===== config.mk =====
export PLATFORM = sky130hd
export DESIGN_NAME = serial_magnitude_comparator_flat
export DESIGN_NICKNAME = d
export VERILOG_FILES = /design/src/rtl/serial_magnitude_comparator_pkg.sv /design/src/rtl/serial_magnitude_comparator_if.sv /design/src/rtl/serial_magnitude_comparator_digit_cmp.sv /design/src/rtl/serial_magnitude_comparator.sv /design/src/flat_wrapper.sv
export SDC_FILE = /design/constraint.sdc
export NUM_CORES = 1
export LEC_CHECK = 0
export ABC_CLOCK_PERIOD_IN_PS = 2500
export CELL_PAD_IN_SITES_DETAIL_PLACEMENT = 1
export CELL_PAD_IN_SITES_GLOBAL_PLACEMENT = 2
export CORE_AREA = 5 5 75 77
export DETAILED_ROUTE_END_ITERATION = 6
export DIE_AREA = 0 0 80 82
export DONT_BUFFER_PORTS = 1
export GPL_ROUTABILITY_DRIVEN = 0
export PLACE_DENSITY_LB_ADDON = 0.2
export SLEW_MARGIN = 30
export SYNTH_ARGS = -nofsm -noshare
export SYNTH_HDL_FRONTEND = slang
export SYNTH_SLANG_ARGS = --single-unit
export TNS_END_PERCENT = 1

===== constraint.sdc =====
create_clock -name clk -period 2.5 [get_ports clk]
set_input_delay 0.75 -clock clk [delete_from_list [all_inputs] [get_ports clk]]
set_output_delay 0.75 -clock clk [all_outputs]
set_load 0.1 [all_outputs]

===== src/rtl/serial_magnitude_comparator_pkg.sv =====
// Shared types and constants for the serial magnitude comparator:
// FSM state encoding, one-hot result codes and the slice-counter sizing helper.
package serial_cmp_pkg;

  typedef enum logic [1:0] {
    IDLE = 2'd0,
    CMP  = 2'd1,
    DONE = 2'd2
  } cmp_state_t;

  // Result vector layout is {gt, lt, eq}
  localparam logic [2:0] RES_EQ = 3'b001;
  localparam logic [2:0] RES_LT = 3'b010;
  localparam logic [2:0] RES_GT = 3'b100;

  function automatic int unsigned cnt_width(input int unsigned n);
    return (n <= 1) ? 1 : $clog2(n);
  endfunction

endpackage


===== src/rtl/serial_magnitude_comparator_if.sv =====
// Producer/consumer handshake bundle for serial_magnitude_comparator.
// signed_mode exists only when SERIAL_CMP_SIGNED_EN is defined.
interface serial_magnitude_comparator_if #(
  parameter int unsigned WIDTH = 16
);
  logic             in_valid;
  logic             in_ready;
  logic [WIDTH-1:0] a;
  logic [WIDTH-1:0] b;
`ifdef SERIAL_CMP_SIGNED_EN
  logic             signed_mode;
`endif
  logic             out_valid;
  logic             out_ready;
  logic             eq;
  logic             lt;
  logic             gt;
  logic             busy;

  modport master (
    output in_valid, a, b, out_ready,
`ifdef SERIAL_CMP_SIGNED_EN
    output signed_mode,
`endif
    input  in_ready, out_valid, eq, lt, gt, busy
  );

  modport slave (
    input  in_valid, a, b, out_ready,
`ifdef SERIAL_CMP_SIGNED_EN
    input  signed_mode,
`endif
    output in_ready, out_valid, eq, lt, gt, busy
  );
endinterface


===== src/rtl/serial_magnitude_comparator_digit_cmp.sv =====
// Combinational DIGIT-bit slice comparer; exactly one of the three outputs is high.
module digit_cmp #(
  parameter int unsigned DIGIT = 4
) (
  input  logic [DIGIT-1:0] x_i,
  input  logic [DIGIT-1:0] y_i,
  output logic             slice_eq,
  output logic             slice_lt,
  output logic             slice_gt
);
  always_comb begin
    slice_eq = (x_i == y_i);
    slice_lt = (x_i <  y_i);
    slice_gt = (x_i >  y_i);
  end
endmodule


===== src/rtl/serial_magnitude_comparator.sv =====
// Multi-cycle MSB-first magnitude comparator, DIGIT bits per cycle with early exit.
// Optional signed compare enabled by defining SERIAL_CMP_SIGNED_EN.
module serial_magnitude_comparator
  import serial_cmp_pkg::*;
#(
  parameter int unsigned WIDTH = 16,
  parameter int unsigned DIGIT = 4
) (
  input  logic                          clk,
  input  logic                          rst_n,
  serial_magnitude_comparator_if.slave  bus
);

  if (WIDTH < 1 || DIGIT < 1 || DIGIT > WIDTH) begin : g_bad_range
    $error("serial_magnitude_comparator: DIGIT must satisfy 1 <= DIGIT <= WIDTH");
  end else if ((WIDTH % DIGIT) != 0) begin : g_bad_div
    $error("serial_magnitude_comparator: WIDTH must be a multiple of DIGIT");
  end

  localparam int unsigned NSLICE = (DIGIT == 0) ? 1 : WIDTH / DIGIT;
  localparam int unsigned CW     = cnt_width(NSLICE);
  localparam logic [CW-1:0]    LAST_SLICE = CW'(NSLICE - 1);
  localparam logic [WIDTH-1:0] MSB_MASK   = WIDTH'(1) << (WIDTH - 1);

  cmp_state_t       state_q, state_d;
  logic [WIDTH-1:0] a_q, a_d, b_q, b_d;
  logic [CW-1:0]    cnt_q, cnt_d;
  logic [2:0]       res_q, res_d;

  logic             sm;
  logic [WIDTH-1:0] flip;
  logic             s_eq, s_lt, s_gt;
  logic             in_ready, out_valid, busy;

`ifdef SERIAL_CMP_SIGNED_EN
  assign sm = bus.signed_mode;
`else
  assign sm = 1'b0;
`endif

  // Inverting both MSBs maps two's complement ordering onto unsigned ordering
  assign flip = sm ? MSB_MASK : '0;

  digit_cmp #(.DIGIT(DIGIT)) u_digit_cmp (
    .x_i      (a_q[WIDTH-1 -: DIGIT]),
    .y_i      (b_q[WIDTH-1 -: DIGIT]),
    .slice_eq (s_eq),
    .slice_lt (s_lt),
    .slice_gt (s_gt)
  );

  always_ff @(posedge clk or negedge rst_n) begin
    if (!rst_n) begin
      state_q <= IDLE;
      a_q     <= '0;
      b_q     <= '0;
      cnt_q   <= '0;
      res_q   <= '0;
    end else begin
      state_q <= state_d;
      a_q     <= a_d;
      b_q     <= b_d;
      cnt_q   <= cnt_d;
      res_q   <= res_d;
    end
  end

  always_comb begin
    state_d = state_q;
    a_d     = a_q;
    b_d     = b_q;
    cnt_d   = cnt_q;
    res_d   = res_q;
    unique case (state_q)
      IDLE: begin
        if (bus.in_valid) begin
          a_d     = bus.a ^ flip;
          b_d     = bus.b ^ flip;
          cnt_d   = '0;
          state_d = CMP;
        end
      end
      CMP: begin
        if (!s_eq) begin
          res_d   = (s_lt ? RES_LT : '0) | (s_gt ? RES_GT : '0);
          state_d = DONE;
        end else if (cnt_q == LAST_SLICE) begin
          res_d   = RES_EQ;
          state_d = DONE;
        end else begin
          a_d   = a_q << DIGIT;
          b_d   = b_q << DIGIT;
          cnt_d = cnt_q + 1'b1;
        end
      end
      DONE: begin
        if (bus.out_ready) begin
          res_d   = '0;
          state_d = IDLE;
        end
      end
      default: state_d = IDLE;
    endcase
  end

  always_comb begin
    in_ready  = (state_q == IDLE);
    out_valid = (state_q == DONE);
    busy      = (state_q != IDLE);
  end

  assign bus.in_ready  = in_ready;
  assign bus.out_valid = out_valid;
  assign bus.busy      = busy;
  assign bus.eq        = res_q[0];
  assign bus.lt        = res_q[1];
  assign bus.gt        = res_q[2];

endmodule


===== src/flat_wrapper.sv =====
// flat-port wrapper written by rule: the top's interface ports become plain ports
module serial_magnitude_comparator_flat import serial_cmp_pkg::*;
#(
  parameter int unsigned WIDTH = 16,
  parameter int unsigned DIGIT = 4
)
  (clk, rst_n, bus_in_valid, bus_a, bus_b, bus_out_ready, bus_in_ready, bus_out_valid, bus_eq, bus_lt, bus_gt, bus_busy);
  serial_magnitude_comparator_if #(.WIDTH(WIDTH)) bus_i ();
  input  logic clk;
  input  logic rst_n;
  input wire logic [$bits(bus_i.in_valid)-1:0] bus_in_valid;
  input wire logic [$bits(bus_i.a)-1:0] bus_a;
  input wire logic [$bits(bus_i.b)-1:0] bus_b;
  input wire logic [$bits(bus_i.out_ready)-1:0] bus_out_ready;
  output wire logic [$bits(bus_i.in_ready)-1:0] bus_in_ready;
  output wire logic [$bits(bus_i.out_valid)-1:0] bus_out_valid;
  output wire logic [$bits(bus_i.eq)-1:0] bus_eq;
  output wire logic [$bits(bus_i.lt)-1:0] bus_lt;
  output wire logic [$bits(bus_i.gt)-1:0] bus_gt;
  output wire logic [$bits(bus_i.busy)-1:0] bus_busy;
  assign bus_i.in_valid = bus_in_valid;
  assign bus_i.a = bus_a;
  assign bus_i.b = bus_b;
  assign bus_i.out_ready = bus_out_ready;
  assign bus_in_ready = bus_i.in_ready;
  assign bus_out_valid = bus_i.out_valid;
  assign bus_eq = bus_i.eq;
  assign bus_lt = bus_i.lt;
  assign bus_gt = bus_i.gt;
  assign bus_busy = bus_i.busy;
  serial_magnitude_comparator #(.WIDTH(WIDTH), .DIGIT(DIGIT)) u_core (.clk(clk), .rst_n(rst_n), .bus(bus_i));
endmodule

==> results by group <==
Worst setup path
  • Crit-path cells: inv_1 > ha_2 > inv_1 > buf_4
  • Most frequent CP cell: inv_1
  • Worst R2R Path Depth: 7
  • CP max FO: 4
  • Crit Path Class: reg2out
  • Worst reg2reg startpoint: u_core.state_q[0]
  • Crit. End Element: output pin
  • CP max stage delay: 0.41 ns
  • CP max-delay cell: dfrtp_1
  • Endpoint of the worst register-to-register path: u_core.state_q[1]
  • R2R setup slack: 0.65 ns
  • Worst path top cell family by delay: buffers and inverters
  • Worst Path Required: 1.75 ns
  • WP buf/inv: 3
  • CP startpoint kind: register
  • Crit path DAT: 1.37 ns

Yosys
  • Seq/Total Area, Yosys: 50.2%
  • Yosys reg bits: 39
  • Top post-synthesis cells by area: dfrtp_1, mux2i_1, a21oi_1
  • Synthesis Warnings: 0
  • Syn Area/Cell: 10.2 sq um
  • Synth area leader: dfrtp_1
  • Post-Syn Instances: 191
  • Yosys cell types: 25
  • Mapped cell area: 1950 sq um
  • Syn Nets: 235
  • Yosys top cell area share: 50.2%

Clock network
  • CTS H-Tree Depth: 2
  • Hold buffers post-CTS: 0
  • Clock Latency Late Sink: 0.29 ns
  • Root Buffer: clkbuf_8
  • CTS tree: built
  • Clock Pin Slew Worst Setup and Hold Paths: 0.08 ns
  • Maximum buffer depth of the clock tree: 2
  • Clock Sinks: 39
  • CTS buffer count: 5
  • Post-CTS setup buffer count: 0
  • # resized after CTS: 0

STA
  • Post-route minimum period: 2.12 ns
  • Final Hold Viols: 0
  • Final setup viols: 0
  • Final setup margin: 0.383 ns
  • RSZ-0062 raised after global routing: false
  • Setup Skew: 0.00639 ns
  • Post-Route Setup TNS: 0 ns
  • Hold WS: 0.145 ns
  • Period Utilization, post-route: 84.7%
  • Slew Viols, Final: 0
  • Max-slew headroom: 80.7%
  • Max Freq: 472 MHz
  • Slew @ Worst Pin: 0.290 ns

Drt
  • Antenna-violating nets left: 0
  • DRT iter0 DRCs: 48
  • DRC errors left: 0
  • Drt via density: 4.99
  • DRT Pass-1 Iters: 4
  • WL/cell: 15.3 um
  • Total routed wirelength: 4090 um
  • Vias after detailed routing: 1,333

Final layout
  • Syn-to-layout area delta: 10.2%
  • Post-layout util: 43.4%
  • Combined area of the multi-input logic cells: 833 sq um
  • Fraction of layout cells with a size suffix above 1: 12.2%
  • Fin nets: 240
  • Register area: 976 sq um
  • Diode count: 0
  • Filler Cell Count: 597

GRT
  • Tot GR Track Use: 14.0%
  • Largest net degree at the start of global routing: 69
  • Initial antenna violation count: 0
  • Vias in the first global route: 1,442
  • GRT Residual Overflow: 0
  • First-pass GRT wire length: 6960 um

Outcome
  • Status: complete, no violations

Floorplanning
  • Initial Utilization: 39.3%
  • Top-level port count: 42
  • Die area: 6560 sq um
  • Die Wd: 80 um
  • Die height: 82 um
  • Core ar.: 4940 sq um
  • Rows: 26

Place
  • Pre-CTS WS: 0.678 ns
  • IO buf count: 0
  • Hpwl dp: 2930 um

Pwr
  • Power density over cell area: 1500 nW/um^2
  • Worst VDD drop: 0.618 mV
  • Leakage power: 0.948 nW

Flow run
  • Max-Cap Viols: 0

Min path
  • Hold crit path type: in2async
sequential cells by signal, summed over array words and instances, names as in the netlist:
signal,count
u_core.a_q,16
u_core.cnt_q,2
u_core.b_q,16
u_core.res_q,3
u_core.state_q,2
synth_stat cells (all sizes together):
library cell  number
a21bo              1
a21oi             28
a31o               1
and2b              1
and3b              1
and4               1
buf                9
clkbuf             2
dfrtp             39
ha                 8
inv               17
mux2               1
mux2i             24
nand2              3
nand2b             2
nand3              2
nand3b             8
nand4b             1
nor2              27
nor2b              1
o21ai             11
o2bb2ai            2
or2                1
worst max-delay path by stage:
stage / start / endpoint / slack [ns] / cells after the start
detailed placement: u_core.state_q[0] / u_core.state_q[1] / 0.68 / 7
finish: u_core.state_q[0] / bus_busy / 0.38 / 4
global route: u_core.state_q[0] / bus_busy / 0.31 / 4
floorplan: u_core.state_q[0] / bus_busy / 0.21 / 3
global placement: u_core.state_q[0] / u_core.state_q[1] / 0.79 / 7
CTS: u_core.state_q[0] / bus_busy / 0.38 / 4
where the power goes:
| part | switching, mW | leakage (nW) | internal, mW |
|---|---|---|---|
| logic | 1.04 | 0.442 | 0.594 |
| clock network | 0.222 | 0.0505 | 0.251 |
| registers | 0.160 | 0.456 | 0.936 |
| total | 1.43 | 0.948 | 1.78 |
layer usage:
| layer | wire length, um | vias up | GRT usage, % |
|---|---|---|---|
| met2 | 1990 | 30 | 23.0 |
| met4 | 32 | 0 | 4.56 |
| met1 | 1770 | 647 | 16.3 |
| met5 | 0 | - | 0 |
| li1 | - | 654 | - |
| met3 | 302 | 2 | 6.14 |
per-stage QoR:
step / cells / instance area, sq um / total power, mW
after floorplan: 191 / 1950 / 2.45
after global placement: 259 / 2040 / 2.67
after detailed placement: 259 / 2040 / 2.77
after CTS: 267 / 2140 / 3.26
after global routing: 267 / 2140 / 3.48
final: 267 / 2140 / 3.21
final cells by class:
type | instances | share of cell area (%)
clock buffer | 7 | 4.49
clock inverter | 1 | 0.350
inverter | 17 | 2.98
multi-input combinational | 124 | 38.9
sequential | 39 | 45.5
tap | 70 | 4.08
timing repair buffer | 9 | 3.73
logic make-up after synthesis:
family | count (synthesis) | synth area share, %
mux | 25 | 12.9
compound gates | 43 | 12.1
flops | 39 | 50.2
buf+inv | 28 | 7.27
fa+ha+maj | 8 | 5.14
simple gates | 48 | 12.4
layout by cell type, fill, tap and decap left out, types with 2 or more instances in the layout:
cell type  netlist  layout
ha_2             0       2
buf_4            0       8
clkbuf_8         0       7
nor2_1          27      27
o2bb2ai_1        2       2
o21ai_0         11      11
nand3_1          2       2
inv_1           17      17
a21oi_1         27      27
nand2b_1         2       2
nand3b_1         8       8
nand2_1          3       3
ha_1             8       6
dfrtp_1         39      39
mux2i_1         24      24
No activity file was read; power rests on OpenSTA's default activity.
